===== config.mk =====
export PLATFORM = sky130hd
export DESIGN_NAME = mul_share_arbiter
export DESIGN_NICKNAME = d
export VERILOG_FILES = /design/src/rtl/mul_share_arbiter.sv
export SDC_FILE = /design/constraint.sdc
export NUM_CORES = 1
export LEC_CHECK = 0
export BUFFER_PORTS_ARGS = -buffer_cell sky130_fd_sc_hd__buf_2
export CAP_MARGIN = 40
export CORE_ASPECT_RATIO = 0.75
export CORE_MARGIN = 5
export CORE_UTILIZATION = 30
export DETAILED_ROUTE_END_ITERATION = 8
export PLACE_DENSITY = 0.71
export SLEW_MARGIN = 20
export SYNTH_ARGS = -nofsm -noshare
export SYNTH_HDL_FRONTEND = slang
export SYNTH_SLANG_ARGS = --single-unit

===== constraint.sdc =====
create_clock -name clk -period 2.6 [get_ports clk]
set_clock_uncertainty 0.15 [all_clocks]
set_input_delay 0.39 -clock clk [delete_from_list [all_inputs] [get_ports clk]]
set_output_delay 0.39 -clock clk [all_outputs]
set_load 0.02 [all_outputs]

===== src/rtl/mul_share_arbiter.sv =====
// mul_share_arbiter: round-robin sharing of one start/done multiplier among N_REQ requesters
module mul_share_arbiter #(
    parameter int N_REQ   = 4,
    parameter int WIDTH   = 16,
    parameter int TIMEOUT = 64
) (
    input  logic                   clk,
    input  logic                   rst,
    input  logic [N_REQ-1:0]       req_valid,
    input  logic [WIDTH*N_REQ-1:0] req_in1,
    input  logic [WIDTH*N_REQ-1:0] req_in2,
    output logic [N_REQ-1:0]       req_ready,
    output logic [N_REQ-1:0]       resp_valid,
    output logic [2*WIDTH-1:0]     resp_data,
    output logic                   resp_err,
    output logic                   mul_start,
    output logic [WIDTH-1:0]       mul_in1,
    output logic [WIDTH-1:0]       mul_in2,
    input  logic [2*WIDTH-1:0]     mul_result,
    input  logic                   mul_done,
    output logic                   busy
);
    localparam int GW = $clog2(N_REQ);
    localparam int CW = $clog2(TIMEOUT + 1);

    typedef enum logic [1:0] {IDLE, ISSUE, WAIT, RESP} state_t;

    state_t             state_q, state_d;
    logic [GW-1:0]      ptr_q, ptr_d, g_q, g_d, win;
    logic [CW-1:0]      cnt_q, cnt_d;
    logic               found;
    logic               mul_start_q, mul_start_d;
    logic [WIDTH-1:0]   mul_in1_q, mul_in1_d, mul_in2_q, mul_in2_d;
    logic [N_REQ-1:0]   resp_valid_q, resp_valid_d;
    logic [2*WIDTH-1:0] resp_data_q, resp_data_d;
    logic               resp_err_q, resp_err_d;
    logic               busy_q;

    // Round-robin scan from ptr; the first requester found wins and is offered ready only in IDLE
    always_comb begin
        win   = '0;
        found = 1'b0;
        for (int k = 0; k < N_REQ; k++) begin
            if (!found && req_valid[(int'(ptr_q) + k) % N_REQ]) begin
                win   = GW'((int'(ptr_q) + k) % N_REQ);
                found = 1'b1;
            end
        end
        req_ready = (state_q == IDLE && found) ? N_REQ'(1) << win : '0;
    end

    // Sequencer next state: accept, pulse start, wait for done or watchdog, respond for one cycle
    always_comb begin
        state_d      = state_q;
        ptr_d        = ptr_q;
        g_d          = g_q;
        cnt_d        = cnt_q;
        mul_start_d  = 1'b0;
        mul_in1_d    = mul_in1_q;
        mul_in2_d    = mul_in2_q;
        resp_valid_d = '0;
        resp_data_d  = resp_data_q;
        resp_err_d   = 1'b0;
        case (state_q)
            IDLE: if (found) begin
                state_d     = ISSUE;
                g_d         = win;
                mul_in1_d   = req_in1[int'(win)*WIDTH +: WIDTH];
                mul_in2_d   = req_in2[int'(win)*WIDTH +: WIDTH];
                mul_start_d = 1'b1;
            end
            ISSUE: begin
                state_d = WAIT;
                cnt_d   = '0;
            end
            WAIT: begin
                cnt_d = cnt_q + 1'b1;
                if (mul_done) begin
                    state_d      = RESP;
                    resp_data_d  = mul_result;
                    resp_valid_d = N_REQ'(1) << g_q;
                end else if (cnt_q == CW'(TIMEOUT - 1)) begin
                    state_d      = RESP;
                    resp_data_d  = '0;
                    resp_err_d   = 1'b1;
                    resp_valid_d = N_REQ'(1) << g_q;
                end
            end
            RESP: begin
                state_d = IDLE;
                ptr_d   = (g_q == GW'(N_REQ - 1)) ? '0 : g_q + 1'b1;
            end
            default: state_d = IDLE;
        endcase
    end

    // State and registered outputs; reset drops any in-flight transaction
    always_ff @(posedge clk) begin
        if (rst) begin
            state_q      <= IDLE;
            ptr_q        <= '0;
            g_q          <= '0;
            cnt_q        <= '0;
            mul_start_q  <= 1'b0;
            mul_in1_q    <= '0;
            mul_in2_q    <= '0;
            resp_valid_q <= '0;
            resp_data_q  <= '0;
            resp_err_q   <= 1'b0;
            busy_q       <= 1'b0;
        end else begin
            state_q      <= state_d;
            ptr_q        <= ptr_d;
            g_q          <= g_d;
            cnt_q        <= cnt_d;
            mul_start_q  <= mul_start_d;
            mul_in1_q    <= mul_in1_d;
            mul_in2_q    <= mul_in2_d;
            resp_valid_q <= resp_valid_d;
            resp_data_q  <= resp_data_d;
            resp_err_q   <= resp_err_d;
            busy_q       <= state_d != IDLE;
        end
    end

    assign mul_start  = mul_start_q;
    assign mul_in1    = mul_in1_q;
    assign mul_in2    = mul_in2_q;
    assign resp_valid = resp_valid_q;
    assign resp_data  = resp_data_q;
    assign resp_err   = resp_err_q;
    assign busy       = busy_q;
endmodule


After elaboration in Yosys (flattened, before gate mapping) --
Index checks and enable logic that the tools add are counted.
Storage, ports and cells: register bits after elaboration 84
Cells by class: mux-type cells 32, magnitude comparators 4, bitwise logic cells 5, add/subtract/negate cells 5, shift-type cells 4, eq/ne operators 5, reduce and logical (&&, ||, !) cells 19
Operator list (number):
- $shiftx 64x7->16 | 2
- $mux 32 | 2
- $mux 2 | 8
- $pmux 7 s2 | 1
- $mux 1 | 13
- $lt 3x4->1 const B | 3
- $mux 4 | 3
- $reduce_or 2->1 | 5
- $bmux 1 s2 | 4
- $pmux 2 s4 | 1
- $shl 1x2->4 const A | 2
- $add 7x1->7 const B | 1
- $eq 7x6->1 const B | 1
- $eq 2x2->1 const B | 3
- $reduce_bool 2->1 | 3
- $add 2x1->2 const B | 2
- $add 2x2->2 const B | 2
- $logic_and 1x1->1 | 4
- $reduce_and 2->1 | 2
- $and 1x1->1 const A | 3
- $logic_not 1->1 | 3
- $lt 2x3->1 const B | 1
- $reduce_or 3->1 | 1
- $eq 2x1->1 const B | 1
- 2 further kinds | 3

Longest topological paths before layout --
Gate-level depths: netlist of run 1.
word-level depth 17, gate-level depth with buffers 8, gate-level depth less buffers 6

Worst setup path before layout of run 1 --
No wires, ideal clock.
kind flip-flop to output port, start point register ptr_q[1], end point output req_ready[1], path slack 0.269 ns, data arrival time 1.791 ns, cell stages (with the launch flop) 9, buffers on the path 3, path through dfxtp_1 > buf_2 > mux2i_1 > nor2_1 > nor3_4 > buf_4 > buf_6 > inv_2 > nor3_1
On the way: longest elaborated chain between the ends 14, elaborated cells between the ends (all ways) 31, those cells by class 3 x add/sub; 1 x shift; 20 x mux; 7 x reduce/logical
RTL lines:
- start: declaration | line 29 | logic [GW-1:0] ptr_q, ptr_d, g_q, g_d, win;
- start signal: assignment | line 113 | ptr_q <= ptr_d;
- $add 2x1->2 / $bmux 1 s2 (equally long branches) | line 44, 45
- $bmux 1 s2 / $mux 1 (equally long branches) | line 44 | if (!found && req_valid[(int'(ptr_q) + k) % N_REQ]) begin
- $mux 1 (implied by the code) | line 44
- $mux 1 (implied by the code) / $logic_not 1->1 (equally long branches) | line 44
- $logic_and 1x1->1 | line 44
- $mux 1 | line 44
- $logic_not 1->1 | line 44
- $logic_and 1x1->1 | line 44
- $mux 1 | line 44
- $logic_not 1->1 | line 44
- $logic_and 1x1->1 | line 44
- $mux 2 / $mux 1 (equally long branches) | line 44
- $shl 1x2->4 / $logic_and 1x1->1 (equally long branches) | line 49 | req_ready = (state_q == IDLE && found) ? N_REQ'(1) << win : '0;
- $mux 4 * | line 49
- end: declaration | line 12 | output logic [N_REQ-1:0] req_ready,
Mark *: on every way between the ends. The rest lies on a longest branch, timed or not. The select of a mux whose other input is x is not followed.

Worst setup path in the final report of run 1 --
Ends and elaborated chain as after synthesis.

==> results of run 1 <==
-- metal layers --
layer  up-vias  track usage [%]  part of all wire, %
met4         0            4.841                  1.8
met2       111            22.44                   49
met3        20            4.218                  6.0
met5         -                0                    0
li1       1899                -                    -
met1      1709            18.99                   43
-- metrics by stage --
stage / power [W] / util (%) / instance area (um2)
final: 0.004714 / 44.55 / 5502
after global routing: 0.004982 / 44.55 / 5502
after CTS: 0.004774 / 44.55 / 5502
after floorplan: 0.002817 / - / 3795
after detailed placement: 0.003439 / 42.05 / 5192
after global placement: 0.003425 / 42.05 / 5192
-- how the worst min path moves through the flow --
| stage | from | endpoint | slack, ns | depth (start not counted) |
|---|---|---|---|---|
| finish | mul_done | resp_err$_SDFF_PP0_ | 0.12 | 2 |
| floorplan | cnt_q[6]$_SDFFE_PP0P_ | cnt_q[6]$_SDFFE_PP0P_ | 0.30 | 2 |
| CTS | mul_done | resp_err$_SDFF_PP0_ | 0.11 | 2 |
| global route | mul_done | resp_err$_SDFF_PP0_ | 0.13 | 2 |
| detailed placement | mul_in1[11]$_SDFFE_PP0P_ | mul_in1[11]$_SDFFE_PP0P_ | 0.29 | 2 |
| global placement | mul_in1[14]$_SDFFE_PP0P_ | mul_in1[14]$_SDFFE_PP0P_ | 0.29 | 2 |
-- cell families (layout without fill, tap and decap cells) --
| logic type | Yosys count | in the layout | share of synthesized area [%] |
|---|---|---|---|
| compound gates | 81 | 81 | 16.49 |
| xor+xnor | 3 | 3 | 0.6925 |
| fa+ha+maj | 9 | 9 | 2.967 |
| buf+inv | 38 | 276 | 4.616 |
| flops | 84 | 84 | 44.31 |
| mux | 69 | 69 | 18.20 |
| simple gates | 110 | 110 | 12.73 |
-- flip-flops by register name (all words and copies together) (netlist names) --
signal,count
busy,1
cnt_q,7
g_q,2
mul_in1,16
mul_in2,16
mul_start,1
ptr_q,2
resp_data,32
resp_err,1
resp_valid,4
state_q,2
-- synthesized netlist by cell type (2+ instances only) --
cell type	n	area share, %
a21oi_1	8	1.1
a22oi_1	32	6.3
and2_1	5	0.82
buf_2	11	1.5
buf_6	2	0.59
clkbuf_1	14	1.4
dfxtp_1	84	44
ha_1	9	3.0
inv_1	8	0.79
mux2i_1	69	18
nand2_1	40	4.0
nand2b_1	2	0.33
nand4_1	2	0.33
nor2_1	46	4.6
nor3_1	5	0.66
o21ai_0	2	0.26
o221ai_1	32	7.4
or3_1	2	0.33
xor2_1	3	0.69
-- cells in the final DEF (no fill, tap or decap), types with 2 or more instances in the layout --
master      count
nor2_1         46
buf_4           6
nand2_1        40
or3_1           2
ha_1            9
o221ai_1       32
nor3_1          5
a21oi_1         8
nand4_1         2
inv_1           8
mux2i_1        69
clkbuf_16       9
clkinvlp_4      2
o21ai_0         2
xor2_1          3
buf_12          4
nand2b_1        2
a22oi_1        32
dfxtp_1        84
buf_2         241
and2_1          5
-- final cells by class --
class | count | area, um2
clock buffer | 10 | 239.0
clock inverter | 6 | 70.07
fill | 1251 | 6848
inverter | 9 | 33.78
multi-input combinational | 272 | 1938
sequential | 84 | 1682
tap | 166 | 207.7
timing repair buffer | 251 | 1331
-- critical path, stage by stage, from the launching register on --
cell	delay, ns
dfxtp_1	0.47
mux2i_1	0.22
nor2_1	0.08
nor3_4	0.31
inv_2	0.06
nor3_1	0.20
buf_2	0.22
-- power breakdown --
group,switching (W),internal [W]
Clock,0.000538,0.000779
Sequential,0.000138,0.00156
Combinational,0.00103,0.000671
==> results.txt, run 1 <==
VDD IR max -> 0.3253 mV
GRT Total Usage -> 14.36%
Kind of critical path -> reg -> out
Worst-margin pin slew -> 0.3707 ns
Clk pin slew, worst setup/hold paths -> 0.06 ns
Antenna diode count -> 0
Total CTS buffers -> 9
Relative slew slack -> 75.28%
Vias in the first global route -> 3,511
Routed wire per std cell -> 14.71 um
Post-Syn Instances -> 394
YS warnings -> 0
Ys flop type -> dfxtp_1
Crit path DAT -> 1.89 ns
DPL Wire Length -> 9.175 mm
Reg-to-Reg End -> mul_in1[10]$_SDFFE_PP0P_
Yosys reg bits -> 84
Synth cell types -> 37
Final min period -> 2.431 ns
Cell area after synthesis -> 3795 um2
Final Worst Setup Slack -> 0.1692 ns
Fin nets -> 803
DP Worst Slack -> 0.3645 ns
FF-to-FF path depth -> 7
Num ports -> 242
Core area -> 12,350 um2
Largest net degree at the start of global routing -> 37
Power per cell area -> 856.9 nW/um2
Antenna violations before repair -> 0
Critical Path Start -> ptr_q[1]$_SDFFE_PP0N_
Post-synthesis net count -> 570
Post-placement cell count -> 782
Postcts setup bufs -> 0
Final setup fails -> 0
Die H -> 107.4 um
Number of port buffers -> 241
Detailed router's first-iteration violation count -> 192
Layout cell share with drive strength beyond 1 -> 43.20%
RR Startpoint -> ptr_q[1]$_SDFFE_PP0N_
Achievable clock frequency -> 411.4 MHz
HP Class -> in -> reg
Via density -> 4.685
Clock root cell -> clkbuf_16
Layout Area Growth over Synthesis -> 44.97%
Clock Tree Buf Depth -> 2
Row count -> 35
Period utilization -> 93.49%
Reg-to-reg setup timing slack -> 0.34 ns
Critical path startpoint category -> flop
CP Capture Type -> output pin
CTS tree -> done
Die width -> 139.9 um
Worst-Skew Late Latency -> 0.34 ns
Placer Congestion -> 0.8111
Final hold vios -> 0
CTS Hold Bufs -> 0
DRC viols -> 0
DIE AREA -> 15,020 um2
Grt total ovfl -> 0
Vias -> 3,739
WP data required -> 2.06 ns
Clk sinks -> 84
Async SR Flop Fraction -> 0%
Syn Area/Cell -> 9.632 um2
Leakage Power -> 2.650 nW
Number of enable flip-flop cells after synthesis -> 0
H-tree levels -> 3
Post-Route WL -> 11.74 mm
CP max FO -> 7
Drt first pass iters -> 4
Setup TNS -> 0 ns
CP Capture Point -> req_ready[1]
Hold slack -> 0.1202 ns
Initial Utilization -> 30.73%
Antenna viol nets, final -> 0
Fin. max-slew vios -> 0
RSZ-0062 raised after global routing -> no
Non-Filler Instances -> 798
Max-cap violations -> 0
Status -> completed
CTS resizes -> 0
Sequential cell area fraction in the yosys report -> 44.31%
First-pass GRT wire length -> 17.62 mm
Note: power is estimated with default switching activity, not from simulation.
==> run 2: changes to the inputs <==
--- a/config.mk
+++ b/config.mk
@@ -5,13 +5,13 @@
 export SDC_FILE = /design/constraint.sdc
 export NUM_CORES = 1
 export LEC_CHECK = 0
-export BUFFER_PORTS_ARGS = -buffer_cell sky130_fd_sc_hd__buf_2
 export CAP_MARGIN = 40
 export CORE_ASPECT_RATIO = 0.75
 export CORE_MARGIN = 5
 export CORE_UTILIZATION = 30
 export DETAILED_ROUTE_END_ITERATION = 8
-export PLACE_DENSITY = 0.71
+export DONT_BUFFER_PORTS = 1
+export PLACE_DENSITY = 0.55
 export SLEW_MARGIN = 20
 export SYNTH_ARGS = -nofsm -noshare
 export SYNTH_HDL_FRONTEND = slang
==> run 2 against run 1 <==
  * First-iteration DRC count fell by 13%
  * Hold slack worse by 0.064 ns
  * Clock power shrank 9.8%
  * Clock-buffer cell count fell by 1
  * Register-to-register slack better by 0.14 ns
  * Non-clock buffer count fell by 237
==> results.txt, run 2 (same netlist as run 1, synthesis figures left out) <==
Critical Path Start -> ptr_q[1]$_SDFFE_PP0N_
DIE AREA -> 15,020 um2
Fillers -> 1,246
Switching Share -> 36.41%
Num ports -> 242
Reg-to-reg setup timing slack -> 0.48 ns
Hold endpoint -> state_q[0]$_SDFF_PP0_
WP data required -> 2.06 ns
Int Pwr -> 0.002712 W
Fin nets -> 566
Period utilization -> 93.42%
HP Class -> in -> reg
Worst Path Buf+Inv -> 2
Layout Area Growth over Synthesis -> 13.12%
Grt total ovfl -> 0
Area of the multi-input gates -> 1938 um2
Achievable clock frequency -> 411.7 MHz
CP Capture Type -> output pin
Reg-to-Reg End -> mul_in2[3]$_SDFFE_PP0P_
Vias -> 3,021
Worst-margin pin slew -> 0.6866 ns
FF-to-FF path depth -> 6
Core area -> 12,350 um2
Placer Congestion -> 0.7749
First-pass GRT wire length -> 16.03 mm
Final min period -> 2.429 ns
Routed wire per std cell -> 19.32 um
CTS resizes -> 0
Clk sinks -> 84
Layout cell share with drive strength beyond 1 -> 7.673%
Clock root cell -> clkbuf_16
Commonest cells after routing, fill and taps aside -> 84 x dfxtp_1, 69 x mux2i_1, 46 x nor2_1
Total CTS buffers -> 9
Status -> completed
Fin area -> 4293 um2
Clk pin slew, worst setup/hold paths -> 0.06 ns
Detailed router's first-iteration violation count -> 167
Sequential share of power -> 48.1%
Final setup fails -> 0
Kind of critical path -> reg -> out
Postcts setup bufs -> 0
Final hold vios -> 0
Max stage delay on crit path -> 0.44 ns
Via density -> 5.424
Max reg flops -> 32
Number of port buffers -> 0
Vias in the first global route -> 2,921
Antenna diode count -> 0
Psw -> 0.001552 W
Largest net degree at the start of global routing -> 40
Die H -> 107.4 um
Fin. max-slew vios -> 0
CP max stage cell -> dfxtp_1
Leakage Power -> 1.606 nW
Antenna viol nets, final -> 0
RSZ-0062 raised after global routing -> no
Clock power frac -> 27.9%
Crit path DAT -> 1.89 ns
Setup TNS -> 0 ns
Most common cell after layout, fill and taps aside -> dfxtp_1
Antenna violations before repair -> 0
Max-cap violations -> 0
Worst hold stages -> 1
Worst-Skew Late Latency -> 0.33 ns
Row count -> 35
DRC viols -> 0
Hold slack -> 0.05642 ns
Placed Area -> 3953 um2
Critical path's top delay family -> buffers and inverters
Initial Utilization -> 30.73%
CTS tree -> done
Sequential cell area -> 1682 um2
GRT Total Usage -> 13.41%
CP max FO -> 33
Hold path startpoint -> rst
Relative slew slack -> 54.22%
Clock Tree Buf Depth -> 2
Die width -> 139.9 um
Post-Route WL -> 10.76 mm
Drt first pass iters -> 4
CP cell instances -> mux2i_1 > nor2_1 > nor3_4 > buf_12 > nor3_1 > buf_4
Critical path startpoint category -> flop
RR Startpoint -> ptr_q[1]$_SDFFE_PP0N_
Logic gate share of total power -> 24.0%
VDD IR max -> 0.3853 mV
Power per cell area -> 993.3 nW/um2
DPL Wire Length -> 8.067 mm
H-tree levels -> 3
==> run 2: cell types whose count changed in the layout (fill, tap and decap cells not counted) <==
cell           previous run  this run
dlygate4sd3_1             0         2
inv_8                     1         0
buf_12                    4         2
bufbuf_16                 0         1
buf_4                     6         8
buf_6                     0         1
clkbuf_8                  1         0
buf_2                   241         0
clkinvlp_4                2         1
inv_6                     1         0
==> run 2: worst max-delay path by stage <==
stage / depth (start not counted) / to / slack, ns
finish: 6 / req_ready[2] / 0.17
CTS: 6 / req_ready[2] / 0.08
floorplan: 8 / req_ready[1] / 0.27
global placement: 6 / req_ready[2] / 0.42
detailed placement: 6 / mul_in1[11]$_SDFFE_PP0P_ / 0.36
global route: 6 / req_ready[2] / 0.02
==> run 2: cell type report <==
| type | count | area share (%) |
|---|---|---|
| Clock inverter | 3 | 0.9910 |
| Sequential cell | 84 | 39.17 |
| Inverter | 9 | 0.7869 |
| Timing Repair Buffer | 14 | 3.818 |
| Multi-Input combinational cell | 272 | 45.15 |
| Clock buffer | 9 | 5.246 |
| Tap cell | 166 | 4.838 |
==> run 2: power groups by stage <==
stage                     Sequential, W  Clock, W  Combinational, W
after floorplan                 0.00200         0          0.000813
after global placement          0.00209         0          0.000950
after detailed placement        0.00209         0          0.000995
after CTS                       0.00206   0.00124           0.00104
after global routing            0.00209   0.00129           0.00115
final                           0.00205   0.00119           0.00102
==> run 2: routing by layer <==
layer / track usage (%) / vias up / wire, um
met5: 0 / - / 0
met4: 4.633 / 0 / 143
met3: 5.551 / 13 / 908
met2: 21.41 / 120 / 5413
met1: 16.36 / 1468 / 4297
li1: - / 1420 / -
==> run 2: worst reg2reg max path, delay by kind of cell (launching register included) <==
family	cells	cell delay (ns)
flip-flops	1	0.44
buffers and inverters	1	0.45
AND/OR/NAND/NOR	2	0.37
AO/OA/AOI/OAI	1	0.14
multiplexers	2	0.46
==> run 2: timing repair <==
action / in CTS / in global routing
pin swaps: 0 / 1
gates cloned: 1 / 0
setup endpoints to repair: 1 / 1
hold buffers: 3 / 0
endpoints found under the hold margin: 40 / 0
==> run 2: through the flow <==
step	utilization, %	worst slack, ns	std cells	power [W]
CTS	34.76	0.07593	557	0.004339
detailed placement	32.01	0.3552	541	0.003082
global placement	31.91	0.4172	540	0.003039
floorplan	-	0.2690	394	0.002817
finish	34.76	0.1711	557	0.004264
global route	34.76	0.01591	557	0.004531
==> run 3: changes to the inputs <==
==> constraint.sdc (replaced) <==
create_clock -name clk -period 3.1 [get_ports clk]
set_clock_uncertainty 0.15 [all_clocks]
set_input_delay 0.465 -clock clk [delete_from_list [all_inputs] [get_ports clk]]
set_output_delay 0.465 -clock clk [all_outputs]
set_load 0.02 [all_outputs]
==> run 3 against run 2 <==
  * Sequential cell count stayed put
  * Global-route usage is 0.60 points lower
  * Critical path depth stayed put
  * Non-clock buffer count fell by 3
  * Clock-buffer cell count increased by 1
  * Sequential share of layout area increased by 0.33 points
==> results.txt, run 3 (same netlist as run 1, synthesis figures left out) <==
Routed wire per std cell -> 18.66 um
WP data required -> 2.48 ns
First-pass GRT wire length -> 15.49 mm
CTS Hold Bufs -> 0
Sequential share of power -> 48.0%
Total CTS buffers -> 9
Setup TNS -> 0 ns
Detailed router's first-iteration violation count -> 150
Clk sinks -> 84
Placer Congestion -> 0.8047
Psw -> 0.001357 W
CP Capture Type -> output pin
DPL Wire Length -> 8.115 mm
Largest net degree at the start of global routing -> 60
Logic gate share of total power -> 23.6%
Max stage delay on crit path -> 0.45 ns
Initial Utilization -> 30.73%
Post-placement cell count -> 542
CP Capture Point -> req_ready[2]
Postcts setup bufs -> 0
Row count -> 35
Drt first pass iters -> 4
Final setup fails -> 0
Fin nets -> 563
Clock root cell -> clkbuf_16
Num ports -> 242
Crit path DAT -> 2.00 ns
Antenna viol nets, final -> 0
CP max FO -> 59
Vias in the first global route -> 2,873
Hold path startpoint -> rst
Worst-margin pin slew -> 0.6290 ns
Achievable clock frequency -> 382.1 MHz
Layout cell share with drive strength beyond 1 -> 8.418%
CP cell instances -> mux2i_1 > nor2_1 > nor3_4 > buf_12 > nor3_1 > buf_4
Most common cell after layout, fill and taps aside -> dfxtp_1
DIE AREA -> 15,020 um2
Via density -> 5.315
CTS resizes -> 0
Clk pin slew, worst setup/hold paths -> 0.07 ns
Reg-to-Reg End -> mul_in2[10]$_SDFFE_PP0P_
Fillers -> 1,268
RR Startpoint -> ptr_q[1]$_SDFFE_PP0N_
Period utilization -> 84.43%
Int Pwr -> 0.002230 W
Fin. max-slew vios -> 0
Clock Tree Buf Depth -> 2
WP depth -> 6
DRC viols -> 0
Reg-to-reg setup timing slack -> 0.81 ns
Worst-Skew Late Latency -> 0.34 ns
Relative slew slack -> 58.07%
Number of port buffers -> 0
Critical path startpoint category -> flop
Worst Path Buf+Inv -> 2
Die H -> 107.4 um
FF-to-FF path depth -> 6
Layout Area Growth over Synthesis -> 12.17%
Core area -> 12,350 um2
Leakage Power -> 1.586 nW
Max-cap violations -> 0
Critical Path Start -> ptr_q[1]$_SDFFE_PP0N_
Final hold vios -> 0
Die width -> 139.9 um
Status -> completed
Switching Share -> 37.82%
Post-Route WL -> 10.41 mm
VDD IR max -> 0.2805 mV
Critical path's top delay family -> buffers and inverters
H-tree levels -> 3
Grt total ovfl -> 0
Antenna diode count -> 0
HP Class -> in -> reg
GRT Total Usage -> 12.81%
Antenna violations before repair -> 0
Power per cell area -> 842.7 nW/um2
Max reg flops -> 32
CP max stage cell -> dfxtp_1
Kind of critical path -> reg -> out
CTS tree -> done
Vias -> 2,966
Clock power frac -> 28.5%
Final min period -> 2.617 ns
Commonest cells after routing, fill and taps aside -> 84 x dfxtp_1, 69 x mux2i_1, 46 x nor2_1
Non-Filler Instances -> 558
RSZ-0062 raised after global routing -> no
[run 3: worst min path at each step]
| stage | endpoint | slack [ns] | cells past startpoint |
|---|---|---|---|
| 2_1_floorplan | cnt_q[6]$_SDFFE_PP0P_ | 0.30 | 2 |
| 3_3_place_gp | cnt_q[1]$_SDFFE_PP0P_ | 0.32 | 2 |
| 3_5_place_dp | cnt_q[5]$_SDFFE_PP0P_ | 0.33 | 2 |
| 4_1_cts | resp_data[10]$_SDFFE_PP0P_ | 0.03 | 1 |
| 5_1_grt | resp_data[3]$_SDFFE_PP0P_ | 0.02 | 1 |
| 6_report | resp_data[10]$_SDFFE_PP0P_ | 0.04 | 1 |
[run 3: cell type report]
type	count	area, um2	share of cell area [%]
multi-input cells	272	1938	45.53
flip-flops and latches	84	1682	39.51
clock buffers	10	239.0	5.614
well taps	166	207.7	4.879
repair buffers	11	110.1	2.587
clock inverters	6	46.29	1.088
inverters	9	33.78	0.7937
[run 3: power by group through the flow]
stage	registers, W	logic, W	clock network, W
floorplan	0.00168	0.000682	0
global placement	0.00175	0.000804	0
detailed placement	0.00175	0.000850	0
CTS	0.00173	0.000852	0.00106
global route	0.00175	0.000949	0.00112
finish	0.00172	0.000846	0.00102
[run 3: through the flow]
stage	util (%)	power (W)	setup slack, ns	hold slack, ns	cell area, um2
6_report	34.47	0.003587	0.4827	0.03886	4257
2_1_floorplan	-	0.002362	0.6940	0.3030	3795
4_1_cts	34.47	0.003644	0.4515	0.02578	4257
3_3_place_gp	31.91	0.002554	0.8881	0.3200	3941
5_1_grt	34.47	0.003814	0.3436	0.01951	4257
3_5_place_dp	32.16	0.002598	0.8367	0.3314	3971
[run 3: routing by layer]
| metal | up-vias | routed length [um] | global-route usage (%) |
|---|---|---|---|
| li1 | 1419 | - | - |
| met1 | 1445 | 4355 | 16.00 |
| met2 | 95 | 5290 | 20.90 |
| met3 | 7 | 680 | 4.973 |
| met4 | 0 | 88 | 3.112 |
| met5 | - | 0 | 0 |
